**src/rtl/bit_rev_stream_pkg.sv**
```systemverilog
// rtl/bit_rev_stream_pkg.sv - shared constants, state type and slot helper for the chunked bit reverser
package bit_rev_stream_pkg;

    // Word geometry: the full word is carried as NBEATS beats of CHUNK bits.
    localparam int NBITS  = 100;
    localparam int CHUNK  = 25;
    localparam int NBEATS = NBITS / CHUNK;

    // Beat counter width and the index of the final beat of a word.
    localparam int                CNT_W     = $clog2(NBEATS);
    localparam logic [CNT_W-1:0] LAST_BEAT = CNT_W'(NBEATS - 1);

    // FILL collects input beats, DRAIN emits the reversed word.
    typedef enum logic {
        FILL  = 1'b0,
        DRAIN = 1'b1
    } state_t;

    // Input beat k lands reversed in slot NBEATS-1-k, so the drain side can
    // read slot k directly as output beat k.
    function automatic logic [CNT_W-1:0] store_slot(input logic [CNT_W-1:0] beat);
        return LAST_BEAT - beat;
    endfunction

endpackage

```
**src/rtl/chunk_bit_rev.sv**
```systemverilog
// rtl/chunk_bit_rev.sv - combinational bit reverser for one chunk
module chunk_bit_rev
    import bit_rev_stream_pkg::*;
#(
    parameter int W = CHUNK
) (
    input  logic [W-1:0] i_data,
    output logic [W-1:0] o_data
);

    // Pure wiring: output bit i is input bit W-1-i.
    for (genvar gi = 0; gi < W; gi++) begin : g_rev
        assign o_data[gi] = i_data[W-1-gi];
    end

endmodule

```
**src/rtl/bit_rev_stream_chunked.sv**
```systemverilog
// rtl/bit_rev_stream_chunked.sv - buffers a 100-bit word in 25-bit beats and streams out its bit-reverse
module bit_rev_stream_chunked
    import bit_rev_stream_pkg::*;
(
    input  logic             clk,
    input  logic             reset,
    input  logic             in_val,
    output logic             in_rdy,
    input  logic [CHUNK-1:0] in_msg,
    output logic             out_val,
    input  logic             out_rdy,
    output logic [CHUNK-1:0] out_msg,
    output logic             out_last
);

    state_t           r_state;
    state_t           w_state_next;
    logic [CNT_W-1:0] r_cnt;
    logic [CHUNK-1:0] r_buf [NBEATS];

    logic [CHUNK-1:0] w_rev_chunk;
    logic [CNT_W-1:0] w_slot;
    logic             w_in_fire;
    logic             w_out_fire;
    logic             w_cnt_last;

    // Each chunk is reversed on its way into the buffer.
    chunk_bit_rev #(
        .W (CHUNK)
    ) u_chunk_bit_rev (
        .i_data (in_msg),
        .o_data (w_rev_chunk)
    );

    assign w_slot     = store_slot(r_cnt);
    assign w_in_fire  = in_val && in_rdy;
    assign w_out_fire = out_val && out_rdy;
    assign w_cnt_last = (r_cnt == LAST_BEAT);

    // State register.
    always_ff @(posedge clk or posedge reset) begin
        if (reset) begin
            r_state <= FILL;
        end else begin
            r_state <= w_state_next;
        end
    end

    // Next-state: leave a phase only on the transfer of its last beat.
    always_comb begin
        w_state_next = r_state;
        case (r_state)
            FILL: begin
                if (w_in_fire && w_cnt_last) begin
                    w_state_next = DRAIN;
                end
            end
            DRAIN: begin
                if (w_out_fire && w_cnt_last) begin
                    w_state_next = FILL;
                end
            end
            default: w_state_next = FILL;
        endcase
    end

    // Outputs: handshakes follow the phase; out_msg is forced to 0 outside DRAIN.
    always_comb begin
        in_rdy   = 1'b0;
        out_val  = 1'b0;
        out_msg  = '0;
        out_last = 1'b0;
        case (r_state)
            FILL: begin
                in_rdy = 1'b1;
            end
            DRAIN: begin
                out_val  = 1'b1;
                out_msg  = r_buf[r_cnt];
                out_last = w_cnt_last;
            end
            default: begin
                in_rdy = 1'b0;
            end
        endcase
    end

    // Beat counter: steps on each transfer of the active side, wraps after the last beat.
    always_ff @(posedge clk or posedge reset) begin
        if (reset) begin
            r_cnt <= '0;
        end else if (w_in_fire || w_out_fire) begin
            if (w_cnt_last) begin
                r_cnt <= '0;
            end else begin
                r_cnt <= r_cnt + 1'b1;
            end
        end
    end

    // Word buffer: store the reversed chunk in its mirrored slot on each input transfer.
    always_ff @(posedge clk or posedge reset) begin
        if (reset) begin
            for (int i = 0; i < NBEATS; i++) begin
                r_buf[i] <= '0;
            end
        end else if (w_in_fire) begin
            r_buf[w_slot] <= w_rev_chunk;
        end
    end

endmodule

```
**config.mk**
```make
export PLATFORM = sky130hd
export DESIGN_NAME = bit_rev_stream_chunked
export DESIGN_NICKNAME = d
export VERILOG_FILES = /design/src/rtl/bit_rev_stream_pkg.sv /design/src/rtl/chunk_bit_rev.sv /design/src/rtl/bit_rev_stream_chunked.sv
export SDC_FILE = /design/constraint.sdc
export NUM_CORES = 1
export LEC_CHECK = 0
export ABC_CLOCK_PERIOD_IN_PS = 3500
export CAP_MARGIN = 20
export CORE_MARGIN = 4
export CORE_UTILIZATION = 53
export DETAILED_ROUTE_END_ITERATION = 8
export GPL_TIMING_DRIVEN = 0
export PLACE_DENSITY_LB_ADDON = 0.15
export SLEW_MARGIN = 20
export SYNTH_ARGS = -nofsm -noshare
export SYNTH_HDL_FRONTEND = slang
export SYNTH_SLANG_ARGS = --single-unit
export TNS_END_PERCENT = 10
```
**constraint.sdc**
```tcl
create_clock -name clk -period 3.5 [get_ports clk]
set_input_delay 0.525 -clock clk [delete_from_list [all_inputs] [get_ports clk]]
set_output_delay 0.525 -clock clk [all_outputs]
set_load 0.01 [all_outputs]
```
# Word-level counts from Yosys, hierarchy flattened
# Index checks and enable logic that the tools add are counted.
[totals] latch_bits=0 ff_bits=103 rom_bits=0 n_memories=0 output_inout_bits=28 input_bits=29 word_cells=35 mem_bits_rw=0
[classes] mul=0 reduce_logical=6 n_eq_ne=1 bitwise_logic=3 n_mux=14 add_sub_neg=2 shifts=0 div=0 order_cmp=3
[ops] cell="100-bit bitwise mux" n=1
[ops] cell="25-bit 2-to-1 mux" n=4
[ops] cell="25-bit binary-select mux with 2-bit select" n=1
[ops] cell="25-bit demux with 2-bit select" n=1
[ops] cell="3-bit greater-or-equal comparator (second input constant)" n=2
[ops] cell="2-bit NOT with 3-bit output" n=2
[ops] cell="1-bit logical AND" n=5
[ops] cell="1-bit 2-to-1 mux" n=5
[ops] cell="3-bit by 1-bit less-than comparator with 1-bit output (second input constant)" n=1
[ops] cell="2-bit by 1-bit adder with 2-bit output (second input constant)" n=1
[ops] cell="2-bit equality test (second input constant)" n=1
[ops] cell="2-bit 2-to-1 mux" n=1
[ops] cell="1-bit one-hot mux with 2 select lines" n=1
[ops] cell="2-bit subtractor (first input constant)" n=1
[ops] cell="1-bit logical OR" n=1
[ops] cell="1-bit NOT" n=1

# Depth between registers and ports, before layout
[logic_depth] word_depth=7 depth_mapped=7 ltp_nobuf=4

# Hierarchy
# Synthesis repeated with hierarchy kept, for this count alone.
[unflattened] cells_unflattened=345 hier_area_um2=5221.3
[by_module_without_submodules] mod="bit_rev_stream_chunked" seq_area_each_um2=2577.5 instances=1 area_per_inst_um2=5033.6 cells_each=320
[by_module_without_submodules] mod="chunk_bit_rev" seq_area_each_um2=0.0 instances=1 area_per_inst_um2=187.7 cells_each=25

# Least setup slack after synthesis
# No wires, ideal clock.
[synth_timing] path_kind="register -> register" start="register r_cnt[1]" end="register r_buf[0] in the netlist's numbering" required_ns=3.375 arrival_time_ns=1.644 n_path_buf=3 path_slack_ns=1.730 setup_ns=0.125 stages_incl_launch_ff=8 synth_period_minus_slack_ns=1.770 cell_sequence="dfrtp_1 buf_2 buf_2 inv_1 ha_1 nand3b_4 buf_6 mux2_4"
[synth_via] elab_chain_cells=7 word_cells_on_any_way=8 cone_classes="1 x add/sub; 2 x order compare; 3 x mux; 1 x bitwise; 1 x reduce/logical"
[synth_rtl] item="start, declared" line="bit_rev_stream_chunked.sv:18" text="logic [CNT_W-1:0] r_cnt;"
[synth_rtl] item="start signal, assigned" line="bit_rev_stream_chunked.sv:96" text="r_cnt <= r_cnt + 1'b1;"
[synth_rtl] item="2-bit subtractor *" line="bit_rev_stream_pkg.sv:22" text="return LAST_BEAT - beat;"
[synth_rtl] item="2-bit NOT with 3-bit output (not written as such) *" line="bit_rev_stream_chunked.sv:108" text="r_buf[w_slot] <= w_rev_chunk;"
[synth_rtl] item="3-bit greater-or-equal comparator (not written as such) / 3-bit by 1-bit less-than comparator with 1-bit output (equally long branches)" line="bit_rev_stream_chunked.sv:108"
[synth_rtl] item="1-bit logical AND (not written as such)" line="bit_rev_stream_chunked.sv:108"
[synth_rtl] item="25-bit 2-to-1 mux (not written as such)" line="bit_rev_stream_chunked.sv:108"
[synth_rtl] item="25-bit demux with 2-bit select *" line="bit_rev_stream_chunked.sv:108"
[synth_rtl] item="100-bit bitwise mux *" line="bit_rev_stream_chunked.sv:108"
[synth_rtl] item="end signal, assigned by index" line="bit_rev_stream_chunked.sv:108"
[synth_rtl] item="end, declared" line="bit_rev_stream_chunked.sv:19" text="logic [CHUNK-1:0] r_buf [NBEATS];"
# Every way passes the cells marked *; elsewhere a longest branch is shown, timed or not.
# A chain may end at the register's enable or synchronous reset.

# Worst setup path after layout
[layout_timing] start="register r_state" end="output out_msg[15]"
[layout_via] elab_chain_cells=1
[layout_rtl] item="start, declared" line="bit_rev_stream_chunked.sv:16" text="state_t r_state;"
[layout_rtl] item="start signal, assigned" line="bit_rev_stream_chunked.sv:45" text="r_state <= w_state_next;"
[layout_rtl] item="25-bit 2-to-1 mux" line="bit_rev_stream_chunked.sv:73" text="case (r_state)"
[layout_rtl] item="end, declared" line="bit_rev_stream_chunked.sv:12" text="output logic [CHUNK-1:0] out_msg,"
# Every way passes these cells.

==> metrics.yaml <==
ant_nets: 0
routed_wl_um: 10200
drive_gt1_share_pct: 36.0
nNetsFinal: 420
synth.ff_latch_count: 103
power.internal_mw: 3.92
critPathMaxStageDelay_ns: 0.56
setup_violations: 0
ys_top_cells_by_area: "dfrtp_1, mux2_4, mux2i_1"
skew_ns: 0.00793
wl_per_cell_um: 19.7
ff2ff_setup_slack_ns: 1.39
finalSetupTns_ns: 0
area_growth_pct: 19.0
fillCellCount: 705
reg2reg_depth: 7
globalRouteOverflowTotal: 0
numCtsBuffers: 9
crit_slowest_cell: "clkbuf_1"
period_needed_ns: 2.98
synthesis.nets: 353
cp-end-kind: "output port"
vias: 2799
cts_tree: "built"
io-pin-count: 57
core_area_um2: 9240
grt_antenna_before_repair: 0
drc_errors: 0
period_share_pct: 85.2
worstMarginPinSlew_ns: 0.671
fmax_mhz: 335
yosysWarnings: 0
drv_cap: 0
pwr-share-comb_pct: 48.9
die_w_um: 105
critPathLaunch: "r_state$_DFF_PP0_"
synthCells: 320
relSlewSlack_pct: 55.2
drt-initial-drc-count: 89
grt_pass1_wl_um: 16700
reg2reg_from: "r_cnt[1]$_DFFE_PP0P_"
ys_seq_area_share_pct: 51.2
vdd_ir_drop_max_v: 0.000505
arrival_ns: 2.46
rows: 35
via_per_inst: 5.37
yosysUniqueCellTypes: 17
die_h_um: 105
worstSetupStartpointType: "register"
dpl_cell_area_um2: 5780
hold_violations: 0
die_area_um2: 11100
switching_share_pct: 32.0
initial_core_util_pct: 54.5
grt_usage_pct: 19.4
hold_ws_ns: 0.469
critical_path_depth: 5
powerDensity_nw_per_um2: 962
pre_cts_ws_ns: 0.903
slew_violations: 0
first_global_vias: 3124
synth_top_area_cell: "dfrtp_1"
met2_length_um: 4990
cts_setup_buffers: 0
ctsResizeCount: 0
post-dp-hpwl_um: 6670
port_buffers: 55
grt_max_degree: 80
critPathTopFamily: "buffers and inverters"
hold_buffers: 0
cts_sinks: 103
wirelength_met1_um: 4810
status: "finished clean"
final_cell_area_um2: 5990
path_buf_inv: 3
cts-root-buf: "clkbuf_8"
insertedDiodeCount: 0
cp_max_fo: 10
rsz0062_at_grt: "false"
top_layer: "met4"
place_congestion: 0.742
cts.clk_slew.worst_paths_ns: 0.10
met3_wirelength_um: 345
r2r_end: "r_buf[32]$_DFFE_PP0P_"
setup_ws_ns: 0.517
clockBufferDepth: 2
avgSynthCellArea_um2: 15.7
seq_power_share_pct: 37.1
power_frac_clock_pct: 14.0
cp_data_required_time_ns: 2.97
cp-endpoint: "out_msg[15]"
switchingPower_mw: 1.85
cp_cell_sequence: "buf_6 -> nand2_1 -> clkbuf_1 -> o22ai_1 -> clkdlybuf4s50_1"
htreeDepth: 3
leakage_nw: 2.96
clk_latency_ns: 0.37
critPathKind: "reg -> out"
hold_path.class: "in -> async"
syn_area_um2: 5030
synth_top_area_share_pct: 51.2
dr.pass1.iters: 4
-- cell usage after synthesis, drive strengths merged --
master and count:
and2 2, buf 18, clkbuf 3, dfrtp 103, ha 4, inv 4, mux2 102, mux2i 51
nand2 1, nand2b 1, nand3b 4, nor2 1, o21ai 1, o22ai 25
-- final cells by class --
type                            instances  area (um^2)  share of cell area (%)
Inverter                                4         20.0                   0.334
Buffer                                 21          168                    2.80
Sequential cell                       103         2580                    43.0
Clock inverter                          6         85.1                    1.42
Tap cell                              129          161                    2.69
Multi-Input combinational cell        192         2270                    37.9
Timing Repair Buffer                   56          578                    9.65
Clock buffer                           10          128                    2.13
-- routing by layer --
metal,vias up,global-route usage [%]
met1,1450,26.0
met4,0,3.94
met5,-,0
li1,1293,-
met3,8,4.53
met2,48,32.5
-- cell families (layout without fill, tap and decap cells) --
family / Yosys count / in the layout / share of synthesized area, %
AO/OA/AOI/OAI: 26 / 26 / 3.21
adder cells (fa/ha/maj): 4 / 4 / 0.994
buffers and inverters: 25 / 97 / 3.63
flip-flops: 103 / 103 / 51.2
multiplexers: 153 / 153 / 38.9
AND/OR/NAND/NOR: 9 / 9 / 2.11
-- per-stage QoR --
stage               utilization, %  power (mW)  instances
finish                        64.8        5.76        521
global route                  64.8        6.11        521
CTS                           64.8        5.81        521
detailed placement            62.5        4.99        505
global placement              62.2        4.90        504
floorplan                        -        4.10        320
-- flip-flops by register name, summed over array words and instances, names as in the netlist --
| name | flops |
|---|---|
| r_state | 1 |
| r_cnt | 2 |
| r_buf | 100 |
-- power by group through the flow --
stage | registers [mW] | logic (mW) | clock network [mW]
final | 2.14 | 2.82 | 0.805
after CTS | 2.14 | 2.85 | 0.831
after global routing | 2.21 | 3.03 | 0.880
after floorplan | 2.05 | 2.05 | 0
after global placement | 2.12 | 2.78 | 0
after detailed placement | 2.15 | 2.84 | 0
-- worst reg2reg max path: stages (launching register included) --
cell,delay [ns]
dfrtp_1,0.38
buf_2,0.24
buf_2,0.34
inv_1,0.11
ha_1,0.23
nand3b_4,0.15
buf_6,0.22
mux2_4,0.32
-- worst min path at each step --
stage / to / cells past startpoint
after CTS: r_buf[92]$_DFFE_PP0P_ / 2
after global placement: r_buf[73]$_DFFE_PP0P_ / 1
final: r_buf[61]$_DFFE_PP0P_ / 2
after floorplan: r_buf[93]$_DFFE_PP0P_ / 1
after global routing: r_buf[61]$_DFFE_PP0P_ / 2
after detailed placement: r_buf[87]$_DFFE_PP0P_ / 1
-- cells in the final DEF, fill, tap and decap left out, drive strengths merged, types with 4 or more instances in the layout --
cell           count
buf               19
mux2             102
clkbuf            13
clkdlybuf4s50     55
inv                4
o22ai             25
mux2i             51
nand3b             4
ha                 4
dfrtp            103
Power figures use the tool's default switching activity.
